[config.mk]
export PLATFORM = sky130hd
export DESIGN_NAME = golden_nonce_tx_queue_flat
export DESIGN_NICKNAME = d
export VERILOG_FILES = /design/src/rtl/golden_nonce_tx_queue_pkg.sv /design/src/rtl/golden_nonce_tx_queue_if.sv /design/src/rtl/nonce_sync_fifo.sv /design/src/rtl/golden_nonce_tx_queue.sv /design/src/flat_wrapper.sv
export SDC_FILE = /design/constraint.sdc
export NUM_CORES = 1
export LEC_CHECK = 0
export ABC_AREA = 1
export CORE_MARGIN = 3
export CORE_UTILIZATION = 55
export CTS_CLUSTER_SIZE = 24
export DETAILED_ROUTE_END_ITERATION = 10
export PLACE_DENSITY = 0.76
export SYNTH_ARGS = -nofsm -noshare
export SYNTH_HDL_FRONTEND = slang
export SYNTH_HIERARCHICAL = 1
export SYNTH_SLANG_ARGS = --single-unit
[constraint.sdc]
create_clock -name comm_clk -period 3.5 [get_ports comm_clk]
set_input_delay 0.7 -clock comm_clk [delete_from_list [all_inputs] [get_ports comm_clk]]
set_output_delay 0.7 -clock comm_clk [all_outputs]
set_load 0.05 [all_outputs]
[src/rtl/golden_nonce_tx_queue_pkg.sv]
// Shared definitions for the golden-nonce transmit path.
// The host-side parser reads the same values, so the frame format is defined here only.
//   NONCE_W     : nonce word width
//   FRAME_BYTES : bytes per UART frame (4, or 5 when GOLDEN_NONCE_CHECKSUM_EN adds an XOR byte)
//   LSB_FIRST   : byte order of the nonce on the wire
//   state_t     : serialiser FSM states
// Macro: GOLDEN_NONCE_CHECKSUM_EN
package golden_nonce_tx_queue_pkg;

    localparam int unsigned NONCE_W = 32;

`ifdef GOLDEN_NONCE_CHECKSUM_EN
    localparam int unsigned FRAME_BYTES = 5;
`else
    localparam int unsigned FRAME_BYTES = 4;
`endif

    localparam bit LSB_FIRST = 1'b1;

    // Wide enough to index the longest frame (5 bytes).
    localparam int unsigned IDX_W = 3;

    typedef enum logic {
        ST_IDLE = 1'b0,
        ST_SEND = 1'b1
    } state_t;

endpackage

[src/rtl/golden_nonce_tx_queue_if.sv]
// Byte-stream handshake from the nonce queue to the UART transmitter.
//   tx_data  : byte presented to the UART
//   tx_valid : tx_data is valid
//   tx_ready : UART accepts the byte this cycle
// master = byte producer (queue), slave = UART transmitter.
interface golden_nonce_tx_queue_if;

    logic [7:0] tx_data;
    logic       tx_valid;
    logic       tx_ready;

    modport master (
        output tx_data,
        output tx_valid,
        input  tx_ready
    );

    modport slave (
        input  tx_data,
        input  tx_valid,
        output tx_ready
    );

endinterface

[src/rtl/nonce_sync_fifo.sv]
// Single-clock FIFO holding found nonces.
//   clk, rst_n : clock, asynchronous active-low reset
//   flush      : synchronous clear of pointers and count (wins over push/pop)
//   push/wdata : write request; accepted when not full or when a pop happens this cycle
//   pop/rdata  : read request; rdata always shows the head entry
//   full/empty/count : occupancy status
module nonce_sync_fifo #(
    parameter int unsigned WIDTH = 32,
    parameter int unsigned DEPTH = 8,
    parameter int unsigned CNT_W = $clog2(DEPTH) + 1
) (
    input  logic             clk,
    input  logic             rst_n,
    input  logic             flush,
    input  logic             push,
    input  logic [WIDTH-1:0] wdata,
    input  logic             pop,
    output logic [WIDTH-1:0] rdata,
    output logic             full,
    output logic             empty,
    output logic [CNT_W-1:0] count
);

    localparam int unsigned PTR_W = $clog2(DEPTH);

    logic [WIDTH-1:0] mem [DEPTH];
    logic [PTR_W-1:0] wr_ptr;
    logic [PTR_W-1:0] rd_ptr;
    logic             do_push;
    logic             do_pop;

    assign empty   = (count == '0);
    assign full    = (count == CNT_W'(DEPTH));
    assign do_pop  = pop && !empty;
    // A full queue still takes a word when the head leaves in the same cycle.
    assign do_push = push && (!full || do_pop);
    assign rdata   = mem[rd_ptr];

    always_ff @(posedge clk) begin
        if (do_push && !flush) begin
            mem[wr_ptr] <= wdata;
        end
    end

    always_ff @(posedge clk or negedge rst_n) begin
        if (!rst_n) begin
            wr_ptr <= '0;
            rd_ptr <= '0;
            count  <= '0;
        end else if (flush) begin
            wr_ptr <= '0;
            rd_ptr <= '0;
            count  <= '0;
        end else begin
            // Power-of-two depth: pointers wrap naturally.
            if (do_push) begin
                wr_ptr <= wr_ptr + 1'b1;
            end
            if (do_pop) begin
                rd_ptr <= rd_ptr + 1'b1;
            end
            case ({do_push, do_pop})
                2'b10:   count <= count + 1'b1;
                2'b01:   count <= count - 1'b1;
                default: count <= count;
            endcase
        end
    end

endmodule

[src/rtl/golden_nonce_tx_queue.sv]
// Golden-nonce transmit queue (comm_clk domain).
// Buffers found nonces in a FIFO and serialises each one as a byte frame
// to the UART transmitter, LSB first, with back-to-back frames when more
// nonces are waiting.
//   comm_clk, reset_n : clock, asynchronous active-low reset
//   nonce_in/nonce_valid : one-cycle strobe per found nonce
//   flush      : clears queue, frame in flight and overflow flag
//   tx         : byte handshake to the UART (master side)
//   fifo_count : stored nonces, not counting the frame being sent
//   overflow   : sticky, a nonce was dropped because the queue was full
// Macro: GOLDEN_NONCE_CHECKSUM_EN appends an XOR checksum byte to each frame.
module golden_nonce_tx_queue
    import golden_nonce_tx_queue_pkg::*;
#(
    parameter int unsigned DEPTH = 8,
    parameter int unsigned CNT_W = $clog2(DEPTH) + 1
) (
    input  logic                    comm_clk,
    input  logic                    reset_n,
    input  logic [NONCE_W-1:0]      nonce_in,
    input  logic                    nonce_valid,
    input  logic                    flush,
    golden_nonce_tx_queue_if.master tx,
    output logic [CNT_W-1:0]        fifo_count,
    output logic                    overflow
);

    localparam logic [IDX_W-1:0] LAST_IDX = IDX_W'(FRAME_BYTES - 1);

    state_t             state;
    state_t             state_nx;
    logic [NONCE_W-1:0] shreg;
    logic [NONCE_W-1:0] shreg_nx;
    logic [IDX_W-1:0]   byte_idx;
    logic [IDX_W-1:0]   byte_idx_nx;
    logic [7:0]         cur_byte;
    logic               load;
    logic               drop;

    logic               fifo_pop;
    logic               fifo_full;
    logic               fifo_empty;
    logic [NONCE_W-1:0] fifo_head;

`ifdef GOLDEN_NONCE_CHECKSUM_EN
    logic [7:0] csum;
    logic [7:0] csum_nx;
`endif

    nonce_sync_fifo #(
        .WIDTH (NONCE_W),
        .DEPTH (DEPTH),
        .CNT_W (CNT_W)
    ) u_fifo (
        .clk   (comm_clk),
        .rst_n (reset_n),
        .flush (flush),
        .push  (nonce_valid),
        .wdata (nonce_in),
        .pop   (fifo_pop),
        .rdata (fifo_head),
        .full  (fifo_full),
        .empty (fifo_empty),
        .count (fifo_count)
    );

    // The outgoing byte always sits at the shift end of the register.
    assign cur_byte = LSB_FIRST ? shreg[7:0] : shreg[NONCE_W-1 -: 8];

    assign drop = nonce_valid && fifo_full && !fifo_pop && !flush;

    always_comb begin
        state_nx    = state;
        shreg_nx    = shreg;
        byte_idx_nx = byte_idx;
        fifo_pop    = 1'b0;
        load        = 1'b0;
`ifdef GOLDEN_NONCE_CHECKSUM_EN
        csum_nx     = csum;
`endif
        case (state)
            ST_IDLE: begin
                load = !fifo_empty;
            end
            ST_SEND: begin
                if (tx.tx_ready) begin
                    if (byte_idx == LAST_IDX) begin
                        // Reload in the same cycle so frames run without a bubble.
                        load = !fifo_empty;
                        if (fifo_empty) begin
                            state_nx = ST_IDLE;
                        end
                    end else begin
                        shreg_nx    = LSB_FIRST ? (shreg >> 8) : (shreg << 8);
                        byte_idx_nx = byte_idx + 1'b1;
`ifdef GOLDEN_NONCE_CHECKSUM_EN
                        csum_nx     = csum ^ cur_byte;
`endif
                    end
                end
            end
            default: begin
                state_nx = ST_IDLE;
            end
        endcase

        if (load) begin
            fifo_pop    = 1'b1;
            shreg_nx    = fifo_head;
            byte_idx_nx = '0;
            state_nx    = ST_SEND;
`ifdef GOLDEN_NONCE_CHECKSUM_EN
            csum_nx     = '0;
`endif
        end

        // Flush aborts any frame and suppresses the pop.
        if (flush) begin
            fifo_pop    = 1'b0;
            shreg_nx    = '0;
            byte_idx_nx = '0;
            state_nx    = ST_IDLE;
`ifdef GOLDEN_NONCE_CHECKSUM_EN
            csum_nx     = '0;
`endif
        end
    end

    always_ff @(posedge comm_clk or negedge reset_n) begin
        if (!reset_n) begin
            state    <= ST_IDLE;
            shreg    <= '0;
            byte_idx <= '0;
            overflow <= 1'b0;
`ifdef GOLDEN_NONCE_CHECKSUM_EN
            csum     <= '0;
`endif
        end else begin
            state    <= state_nx;
            shreg    <= shreg_nx;
            byte_idx <= byte_idx_nx;
`ifdef GOLDEN_NONCE_CHECKSUM_EN
            csum     <= csum_nx;
`endif
            if (flush) begin
                overflow <= 1'b0;
            end else if (drop) begin
                overflow <= 1'b1;
            end
        end
    end

    assign tx.tx_valid = (state == ST_SEND);

    always_comb begin
        tx.tx_data = '0;
        if (state == ST_SEND) begin
`ifdef GOLDEN_NONCE_CHECKSUM_EN
            tx.tx_data = (byte_idx == LAST_IDX) ? csum : cur_byte;
`else
            tx.tx_data = cur_byte;
`endif
        end
    end

endmodule
[src/flat_wrapper.sv]
// flat-port wrapper written by rule: the top's interface ports become plain ports
module golden_nonce_tx_queue_flat import golden_nonce_tx_queue_pkg::*;
#(
    parameter int unsigned DEPTH = 8,
    parameter int unsigned CNT_W = $clog2(DEPTH) + 1
)
  (comm_clk, reset_n, nonce_in, nonce_valid, flush, fifo_count, overflow, tx_tx_data, tx_tx_valid, tx_tx_ready);
  golden_nonce_tx_queue_if tx_i ();
  input  logic comm_clk;
  input  logic reset_n;
  input  logic [NONCE_W-1:0] nonce_in;
  input  logic nonce_valid;
  input  logic flush;
  output logic [CNT_W-1:0] fifo_count;
  output logic overflow;
  output wire logic [$bits(tx_i.tx_data)-1:0] tx_tx_data;
  output wire logic [$bits(tx_i.tx_valid)-1:0] tx_tx_valid;
  input wire logic [$bits(tx_i.tx_ready)-1:0] tx_tx_ready;
  assign tx_tx_data = tx_i.tx_data;
  assign tx_tx_valid = tx_i.tx_valid;
  assign tx_i.tx_ready = tx_tx_ready;
  golden_nonce_tx_queue #(.DEPTH(DEPTH), .CNT_W(CNT_W)) u_core (.comm_clk(comm_clk), .reset_n(reset_n), .nonce_in(nonce_in), .nonce_valid(nonce_valid), .flush(flush), .tx(tx_i), .fifo_count(fifo_count), .overflow(overflow));
endmodule
==> impl_metrics.py <==
metrics = {
    "grt": {
        "grt_overflow": 0,
        "grt_pass1_wl_um": 43200,
        "grt_max_degree": 64,
        "grt.total_usage": 0.222,
        "first_global_vias": 7976,
        "antenna_found_initial": 0,
    },
    "detailed_routing": {
        "routedWlPerCell_um": 18.4,
        "wl_met1_um": 12000,
        "ant_nets": 0,
        "top_layer_used": "met4",
        "drc": 0,
        "drt_iter0_markers": 1211,
        "via_count": 8514,
        "vias_per_cell": 5.69,
        "drtPass1Iterations": 5,
        "routed_wl_um": 27500,
        "wl_met3_um": 2250,
        "wl_met2_um": 12600,
    },
    "clocking": {
        "htree_num_levels": 1,
        "ctsResizeCount": 0,
        "clock_latency_ps": 550,
        "post_cts_buffers": 0,
        "clk_path_buf_depth": 3,
        "cts_root_buf": "clkbuf_16",
        "clk_pin_slew_ps": 60,
        "cts_buffers": 30,
        "hold_buffers": 0,
        "cts_tree": "done",
        "clkSinkCount": 303,
    },
    "power_and_ir_drop": {
        "power.total_mw": 8.09,
        "vdd_drop_max_mv": 0.463,
        "power-per-cell-area_nw_per_um2": 560,
        "power.leakage_nw": 5.58,
    },
    "timing": {
        "setup_viol": 0,
        "min_period_ps": 2760,
        "slew_viol_final": 0,
        "hold_ws_ps": 192,
        "fin_worst_skew_ps": 7.09,
        "relSlewSlack": 0.505,
        "finalHoldViolCount": 0,
        "min_period_over_period": 0.788,
        "tightest_slew_ps": 741,
        "rsz0062_at_grt": "no",
        "max_freq_ghz": 0.362,
    },
    "synth": {
        "ys_top_cells_by_area": "edfxtp_1 (61%), dfrtp_1 (9.3%), nand2_1 (7.3%), nor2_1 (6.0%), o21ai_0 (5.2%)",
        "yosysUniqueCellTypes": 32,
        "yosys.area.top_type": "edfxtp_1",
        "ys_seq_area_frac": 0.701,
        "syn_nets": 1191,
        "synth_cells": 1147,
        "synth_top_flop_cell": "edfxtp_1",
        "synth-seq-cells": 303,
        "syn_avg_cell_area_um2": 11.0,
        "synth_top_area_share": 0.608,
        "yosysMostFrequentCell": "edfxtp_1",
        "synthTopCellsByCount": "edfxtp_1 (256), nand2_1 (245), nor2_1 (203), o21ai_0 (132), nand3_1 (72)",
        "synth_area_um2": 12600,
        "synth_edf_count": 256,
        "yosysWarnings": 6,
        "ys_async_sr_fraction": 0.155,
    },
    "cells_and_area": {
        "post-route-util": 0.651,
        "drive_above_1_share": 0.0790,
        "final_nets": 1235,
        "antenna_cells": 0,
        "syn2layout_area_growth_pct": 14.4,
    },
    "floorplan": {
        "ios": 51,
        "fp-row-count": 54,
        "start_util": 0.569,
        "die_w_um": 158,
        "die-height_um": 158,
        "dieArea_um2": 24900,
        "fp.coreArea_um2": 22200,
    },
    "place": {
        "detailed_place_hpwl_um": 16700,
        "io_buffers": 50,
        "gp_congestion": 0.824,
    },
    "worst_setup_path": {
        "crit_required_ps": 2800,
        "critPathKind": "reg -> out",
        "cp.arrival_ps": 2060,
        "crit_fanout": 11,
        "cp-start-kind": "register",
        "end_kind": "output pin",
    },
    "flow_run": {
        "maxCapViolations": 0,
    },
    "hold_path": {
        "hold_path_class": "in -> async",
    },
    "run_status": {
        "outcome": "complete, no violations",
    },
}
-- layout by cell type (no fill, tap or decap), types with 6 or more instances in the layout --
cell type	instances
edfxtp_1	256
nand2_1	245
nor2_1	195
o21ai_0	132
nand3_1	72
o21ai_1	62
clkdlybuf4s50_1	49
dfrtp_1	45
clkbuf_16	30
inv_1	26
buf_4	23
clkbuf_1	13
nor2_4	10
clkinv_2	6
ha_1	6
-- path summary, 6_finish.rpt --
path                       slack [ps]                                 from                              to  cells past startpoint
min reg2reg                       500       u_core/byte_idx[1]$_DFFE_PN0P_  u_core/byte_idx[1]$_DFFE_PN0P_                      2
min in group comm_clk             500       u_core/byte_idx[1]$_DFFE_PN0P_  u_core/byte_idx[1]$_DFFE_PN0P_                      2
max                               740         u_core/tx.tx_valid$_DFF_PN0_                   tx_tx_data[7]                      3
max in group asynchronous        2590                              reset_n    u_core/shreg[14]$_DFFE_PN0P_                      2
min                               190                              reset_n     u_core/shreg[7]$_DFFE_PN0P_                      1
max reg2reg                       790  u_core/u_fifo/rd_ptr[0]$_DFFE_PN0P_    u_core/shreg[10]$_DFFE_PN0P_                     10
-- kinds of logic after synthesis --
logic type      Yosys count  share of synthesized area
compound gates          201                     0.0807
xor+xnor                  2                    0.00139
fa+ha+maj                 7                    0.00752
buf+inv                  95                     0.0362
flops                   303                      0.701
simple gates            539                      0.173
-- where the power goes --
group          leakage, nW  total [mW]  switching, mW  internal [mW]
Combinational         2.15       0.825          0.582          0.243
Sequential            2.95        4.09         0.0690           4.02
Clock                0.475        3.18           1.29           1.88
-- per-layer routing --
metal,GRT usage,vias up
li1,-,4039
met1,0.337,4047
met2,0.342,379
met3,0.0336,49
met4,0.0583,0
met5,0,-
-- metrics by stage --
stage | instances | TNS [ps] | instance area, µm² | setup slack (ps)
after global placement | 1439 | 0 | 13500 | 561
final | 1495 | 0 | 14500 | 741
after floorplan | 1147 | -70100 | 12700 | -314
after global routing | 1495 | 0 | 14500 | 568
after detailed placement | 1439 | 0 | 13500 | 486
after CTS | 1495 | 0 | 14500 | 690
-- worst max-delay path, stage by stage (launching register included) --
cell	delay [ps]
dfrtp_1	570
nand2_1	90
inv_1	60
clkdlybuf4s50_1	790
-- registers in the layout (all words and copies together) (netlist names) --
name,count
u_core/u_fifo/count,4
u_core/u_fifo/rd_ptr,3
u_core/u_fifo/mem,256
u_core/tx.tx_valid,1
u_core/overflow,1
u_core/u_fifo/wr_ptr,3
u_core/byte_idx,3
u_core/shreg,32
-- layout make-up --
cell class | count | area (µm²)
sequential | 303 | 8870
fill | 1599 | 7760
multi-input combinational | 749 | 3390
clock buffer | 43 | 800
timing repair buffer | 78 | 768
tap | 280 | 350
clock inverter | 13 | 178
inverter | 29 | 110
Power figures use the tool's default switching activity.
